## config.mk

```make
export PLATFORM = sky130hd
export DESIGN_NAME = param_reg_file
export DESIGN_NICKNAME = d
export VERILOG_FILES = /design/src/rtl/param_reg_file.sv
export SDC_FILE = /design/constraint.sdc
export NUM_CORES = 2
export LEC_CHECK = 0
export BUFFER_PORTS_ARGS = -buffer_cell sky130_fd_sc_hd__clkbuf_2
export CELL_PAD_IN_SITES_DETAIL_PLACEMENT = 1
export CELL_PAD_IN_SITES_GLOBAL_PLACEMENT = 1
export CORE_MARGIN = 2
export CORE_UTILIZATION = 40
export CTS_CLUSTER_DIAMETER = 120
export DETAILED_ROUTE_END_ITERATION = 10
export PLACE_DENSITY = 0.61
export SKIP_CTS_REPAIR_TIMING = 1
export SLEW_MARGIN = 10
export SYNTH_ARGS = -nofsm -noshare
export SYNTH_HDL_FRONTEND = slang
export SYNTH_SLANG_ARGS = --single-unit
```

## constraint.sdc

```tcl
create_clock -name clk -period 3.2 [get_ports clk]
set_input_delay 0.32 -clock clk [delete_from_list [all_inputs] [get_ports clk]]
set_output_delay 0.32 -clock clk [all_outputs]
set_load 0.02 [all_outputs]
```

## src/rtl/param_reg_file.sv

```systemverilog
// -----------------------------------------------------------------------------
// param_reg_file
//
// Purpose:
//   Parametrised register file with DEPTH entries of WIDTH bits, two
//   combinational read ports, one clocked write port, an optional hardwired
//   zero register at index DEPTH-1, and a per-register busy scoreboard used by
//   the pipeline to track in-flight producers.
//
// Optional feature:
//   REGFILE_BYPASS_EN - when defined, a write is forwarded to a read port that
//   addresses the same (writable) index in the same cycle, and that port's
//   busy flag shows the post-write state. When undefined, reads and busy flags
//   come from registered state only.
//
// Ports:
//   clk        in   1      clock, all state changes on the rising edge
//   reset      in   1      synchronous active-high reset (clears data and busy)
//   regWrite   in   1      write enable
//   writeReg   in   AW     write index
//   writeData  in   WIDTH  write data
//   readReg1   in   AW     read port 1 index
//   readReg2   in   AW     read port 2 index
//   readData1  out  WIDTH  read port 1 data
//   readData2  out  WIDTH  read port 2 data
//   markBusy   in   1      set busy bit of markReg (producer issued)
//   markReg    in   AW     index to mark busy
//   busy1      out  1      busy state of readReg1
//   busy2      out  1      busy state of readReg2
// -----------------------------------------------------------------------------
module param_reg_file #(
    parameter int WIDTH        = 64,
    parameter int DEPTH        = 32,
    parameter int AW           = $clog2(DEPTH),
    parameter bit HAS_ZERO_REG = 1'b1
) (
    input  logic             clk,
    input  logic             reset,
    input  logic             regWrite,
    input  logic [AW-1:0]    writeReg,
    input  logic [WIDTH-1:0] writeData,
    input  logic [AW-1:0]    readReg1,
    input  logic [AW-1:0]    readReg2,
    output logic [WIDTH-1:0] readData1,
    output logic [WIDTH-1:0] readData2,
    input  logic             markBusy,
    input  logic [AW-1:0]    markReg,
    output logic             busy1,
    output logic             busy2
);

    // Every encodable index gets a flag saying whether it names a real,
    // writable register. Out-of-range indices and the zero register are
    // excluded, so one lookup handles both cases on every port.
    localparam int SLOTS = 1 << AW;

    logic [SLOTS-1:0] valid_mask;

    for (genvar i = 0; i < SLOTS; i++) begin : g_mask
        assign valid_mask[i] = (i < DEPTH) && !(HAS_ZERO_REG && (i == DEPTH - 1));
    end

    logic [WIDTH-1:0] regs [DEPTH];
    logic [DEPTH-1:0] busy_q;
    logic [DEPTH-1:0] busy_next;

    logic wr_en;
    logic mark_en;

    assign wr_en   = regWrite && valid_mask[writeReg];
    assign mark_en = markBusy && valid_mask[markReg];

    // Scoreboard update: a write retires the producer, a mark issues a new
    // one. The mark is applied last so it wins when both hit the same index.
    // NOTE: every variable driven in always_comb is given a default first so
    // no path leaves it unassigned, which would otherwise infer a latch.
    always_comb begin
        busy_next = busy_q;
        if (wr_en) begin
            busy_next[writeReg] = 1'b0;
        end
        if (mark_en) begin
            busy_next[markReg] = 1'b1;
        end
    end

    // NOTE: clocked state uses non-blocking assignments so every flop samples
    // the pre-edge values; blocking here would create order-dependent races.
    always_ff @(posedge clk) begin
        if (reset) begin
            // NOTE: the storage array is cleared on reset deliberately, since
            // the architecture requires every register to read 0 afterwards;
            // most memories are left unreset to allow RAM mapping.
            for (int i = 0; i < DEPTH; i++) begin
                regs[i] <= '0;
            end
            busy_q <= '0;
        end else begin
            if (wr_en) begin
                regs[writeReg] <= writeData;
            end
            busy_q <= busy_next;
        end
    end

    // Read ports. Both ports share the same logic, indexed by port number.
    logic [AW-1:0]    rd_idx  [2];
    logic [WIDTH-1:0] rd_data [2];
    logic             rd_busy [2];

    always_comb begin
        rd_idx[0] = readReg1;
        rd_idx[1] = readReg2;
        for (int p = 0; p < 2; p++) begin
            // Invalid indices (zero register, out of range) read 0, not busy.
            rd_data[p] = valid_mask[rd_idx[p]] ? regs[rd_idx[p]] : '0;
            rd_busy[p] = valid_mask[rd_idx[p]] && busy_q[rd_idx[p]];
`ifdef REGFILE_BYPASS_EN
            // Forward the in-flight write; the port then sees the busy state
            // that will exist after the edge (cleared unless re-marked).
            if (wr_en && (writeReg == rd_idx[p])) begin
                rd_data[p] = writeData;
                rd_busy[p] = markBusy && (markReg == rd_idx[p]);
            end
`endif
        end
    end

    assign readData1 = rd_data[0];
    assign readData2 = rd_data[1];
    assign busy1     = rd_busy[0];
    assign busy2     = rd_busy[1];

endmodule

```

== Word level (Yosys, flattened, before mapping) ==
Memories as Yosys holds them, arrays and structs flattened.
Index checks and enable logic that the tools add are counted.
Operators by class
  order comparisons: 6
  mux-type cells: 24
  bitwise operators: 3
  reductions and logical operators: 7
Operators by type and width (count)
  64-bit two-way mux: 3
  32-bit two-way mux: 2
  64-bit OR reduction: 1
  32-bit bitwise AND: 1
  32-bit inverter: 1
  32-bit OR: 1
  5-bit by 6-bit less-than comparator with 1-bit output (second input constant): 4
  1-bit two-way mux: 14
  1-bit binary-select mux with 5-bit select: 2
  1-bit demux with 5-bit select: 2
  5-bit by 1-bit >= comparator with 1-bit output (second input constant): 2
  1-bit logical AND: 6
  5-bit two-way mux: 1
Word-level totals
  register bits: 32
  RAM bits: 2048
  ROM bits: 128
  output and inout port bits: 130
  word-level logic and storage cells: 46
  memories: 5
Memory list
  regs: words 32, bits a word 64, read ports 2, clocked after memory_dff 0, wr ports 32, line 63  | logic [WIDTH-1:0] regs [DEPTH];
  (name not given): words 32, bits a word 1, read ports 1, clocked after memory_dff 0, wr ports 0, line 117  | rd_busy[p] = valid_mask[rd_idx[p]] && busy_q[rd_idx[p]];
  (name not given): words 32, bits a word 1, read ports 1, clocked after memory_dff 0, wr ports 0, line 117
  (name not given): words 32, bits a word 1, read ports 1, clocked after memory_dff 0, wr ports 0, line 71  | assign mark_en = markBusy && valid_mask[markReg];
  (name not given): words 32, bits a word 1, read ports 1, clocked after memory_dff 0, wr ports 0, line 70  | assign wr_en = regWrite && valid_mask[writeReg];

== Longest topological paths before layout ==
  depth after elaboration: 9
  depth in mapped cells: 9

== Worst setup path before layout ==
OpenSTA, ideal clock, no wires.
  path kind: input to register
  start: in reset
  end: mem regs[12][0] (enable)
  setup time: 0.421 ns
  arrival time: 2.517 ns
  setup slack: 0.262 ns
  stages: 4
  cells stage by stage: clkbuf_1 > clkbuf_1 > clkbuf_1 > a21o_1
RTL lines
  start, declared: line 38  | input logic reset,
  end, declared: line 63

==> flow_metrics.env <==
export IMPL_crit_path_start_kind="register"
export IMPL_drive_gt1_share_pct=26.0
export IMPL_worstHoldPathType="in -> reg"
export IMPL_synthFlopType="edfxtp_1"
export IMPL_yosys_area_top_type="edfxtp_1"
export IMPL_htreeDepth=4
export IMPL_synthCells=7551
export IMPL_rows=193
export IMPL_hold_violations=0
export IMPL_critPathTopFamily="compound AO/OA/AOI/OAI gates"
export IMPL_pin_count=218
export IMPL_clk_latency_ps=930
export IMPL_maxSlewViolCount=0
export IMPL_crit_type="reg -> out"
export IMPL_r2r_start="busy_q[30]$_SDFF_PP0_"
export IMPL_core_sq_mm=0.277
export IMPL_ant_nets=0
export IMPL_die_area_sq_mm=0.282
export IMPL_fin_cells=11600
export IMPL_setup_slack_ps=24.4
export IMPL_place_inst=11100
export IMPL_grt_overflow_total=0
export IMPL_status="complete, no violations"
export IMPL_die_h_microns=531
export IMPL_clockBufferDepth=4
export IMPL_cpMaxStageDelayCell="o211ai_1"
export IMPL_crit_path_end_kind="output port"
export IMPL_required_ps=2880
export IMPL_mostFrequentLayoutCells="2112 x and2_1, 2048 x edfxtp_1, 781 x mux4_2"
export IMPL_antenna_found_initial=42
export IMPL_skew_ps=0
export IMPL_max_freq_mhz=315
export IMPL_die_x_microns=531
export IMPL_synth_warnings=0
export IMPL_maxCapViolations=0
export IMPL_path_cells="mux4_2 > mux2i_1 > o211ai_1 > o311a_1 > buf_2"
export IMPL_start_util_pct=40.2
export IMPL_path_clk_slew_ps=60
export IMPL_grt_pass1_vias=76600
export IMPL_async_reset_ff_share_pct=0
export IMPL_drtIter0Drc=9179
export IMPL_drt_total_wl_mm=440
export IMPL_dp_hpwl_mm=256
export IMPL_grt_first_pass_wirelength_mm=610
export IMPL_synth_cell_types=45
export IMPL_cts_buffers=242
export IMPL_crit_start="regs[3][12]$_SDFFCE_PN0P_"
export IMPL_synth_area_leaders="edfxtp_1 55%, mux4_2 16%, and2_1 12%"
export IMPL_finalCriticalPeriod_ps=3180
export IMPL_slew_headroom_pct=19.1
export IMPL_synth_edff_count=2048
export IMPL_fin_crit_sh_pct=99.2
export IMPL_yosysSeqAreaShare_pct=55.8
export IMPL_pwr_density_cell_mw_per_mm2=539
export IMPL_p_leak_nw=44.9
export IMPL_arrival_ps=2860
export IMPL_final_util_pct=46.1
export IMPL_post_drt_wl_per_cell_microns=38.0
export IMPL_min_from="writeData[58]"
export IMPL_grt_max_degree=108
export IMPL_crit_path_max_fanout=2
export IMPL_track_usage_pct=30.6
export IMPL_timing_critical_path_buf_inv=1
export IMPL_final_nets=7750
export IMPL_drt_first_pass_iters=6
export IMPL_clock_sinks=2080
export IMPL_netlist_area_leader_share_pct=55.3
export IMPL_max_stage_delay_ps=730
export IMPL_final_common_cell="and2_1"
export IMPL_vdd_ir_drop_max_v=0.000533
export IMPL_p_total_mw=68.7
export IMPL_drc=0
export IMPL_rsz0062_at_grt="false"
export IMPL_tightestPinTransition_ps=1210
export IMPL_setup_viol=0
export IMPL_synth_seq_cells=2080
export IMPL_cts_tree="yes"
export IMPL_routed_via_density=6.36
export IMPL_syn2layout_area_growth_pct=14.5
export IMPL_gp_congestion=0.817
export IMPL_cts_root_buf="clkbuf_16"
export IMPL_place_ws_ps=262
export IMPL_holdWs_ps=56.3
export IMPL_route_vias_total=73700
export IMPL_syn_area_sq_mm=0.111
export IMPL_portBuffers=217
export IMPL_syn_area_per_cell_sq_um=14.7
-- area by class of cell --
class / instances / area [sq um]
antenna: 26 / 65.1
clock buffer: 295 / 6390
clock inverter: 143 / 1300
fill: 27000 / 149000
inverter: 33 / 139
multi-input combinational: 4690 / 46200
sequential: 2080 / 62100
tap: 3705 / 4640
timing repair buffer: 615 / 6590
-- worst reg2reg max path, cell delays in order, from the launching register on --
cell and delay [ps]:
dfxtp_1 330, a32o_1 210, dlygate4sd3_1 550
-- cells by family after synthesis --
kind of cell           count (synthesis)  share of synthesized area, %
other                                  1                       0.00337
AO/OA/AOI/OAI                        582                          4.46
buffers and inverters                844                          3.35
flip-flops                          2080                          55.8
AND/OR/NAND/NOR                     2487                          13.3
multiplexers                        1557                          23.1
-- synthesized netlist by cell type (2+ instances only) --
cell       number
or2_2           2
a32o_1          3
nand4b_1        2
o21ai_0        13
clkbuf_1      581
nand2_1       154
or3_1           5
mux2_2        239
nand2b_1        3
o2111ai_1       2
nand3_1         9
a221oi_1      130
dfxtp_1        32
o311a_1       127
a22oi_1         2
nor3_1          7
and3_1          7
o211ai_1      129
mux4_2        781
mux2i_1       516
a22o_1          3
nand3b_1        4
edfxtp_1     2048
buf_2         113
o22ai_1        12
o22a_1          2
inv_1          33
and2_1       2112
o221ai_1      127
and3b_1         6
nor3b_1         4
a21o_1         24
buf_1          38
buf_4          47
mux2_1         21
a21oi_1         6
nor2_1        162
buf_6          32
nor2b_1         7
-- where the power goes --
group | switching [mW] | internal, mW
clock network | 12.0 | 15.8
logic | 5.21 | 3.52
registers | 0.781 | 31.5
-- state kept, by name (all words and copies together), names as in the netlist --
register  cells
busy_q       32
regs       2048
-- path summary, 6_finish.rpt --
path,end,slack (ps),cells past startpoint
setup / recovery,readData1[12],20,5
hold / removal,regs[16][58]$_SDFFCE_PN0P_,60,2
setup reg to reg,busy_q[30]$_SDFF_PP0_,2000,2
hold reg to reg,busy_q[10]$_SDFF_PP0_,490,2
-- routing by layer --
| metal | track usage [%] | vias to the layer above | part of all wire (%) |
|---|---|---|---|
| met2 | 50.7 | 3912 | 48 |
| met5 | 0 | - | 0.015 |
| met1 | 40.2 | 39700 | 39 |
| met4 | 12.4 | 6 | 4.6 |
| li1 | - | 29100 | - |
| met3 | 4.54 | 930 | 8.3 |
-- metrics by stage --
step           setup TNS [ps]  cell area [sq um]
2_1_floorplan               0             112000
3_3_place_gp                0             120000
3_5_place_dp                0             120000
4_1_cts                 -94.6             127000
5_1_grt                     0             127000
6_report                    0             127000
No activity file was read; power rests on OpenSTA's default activity.
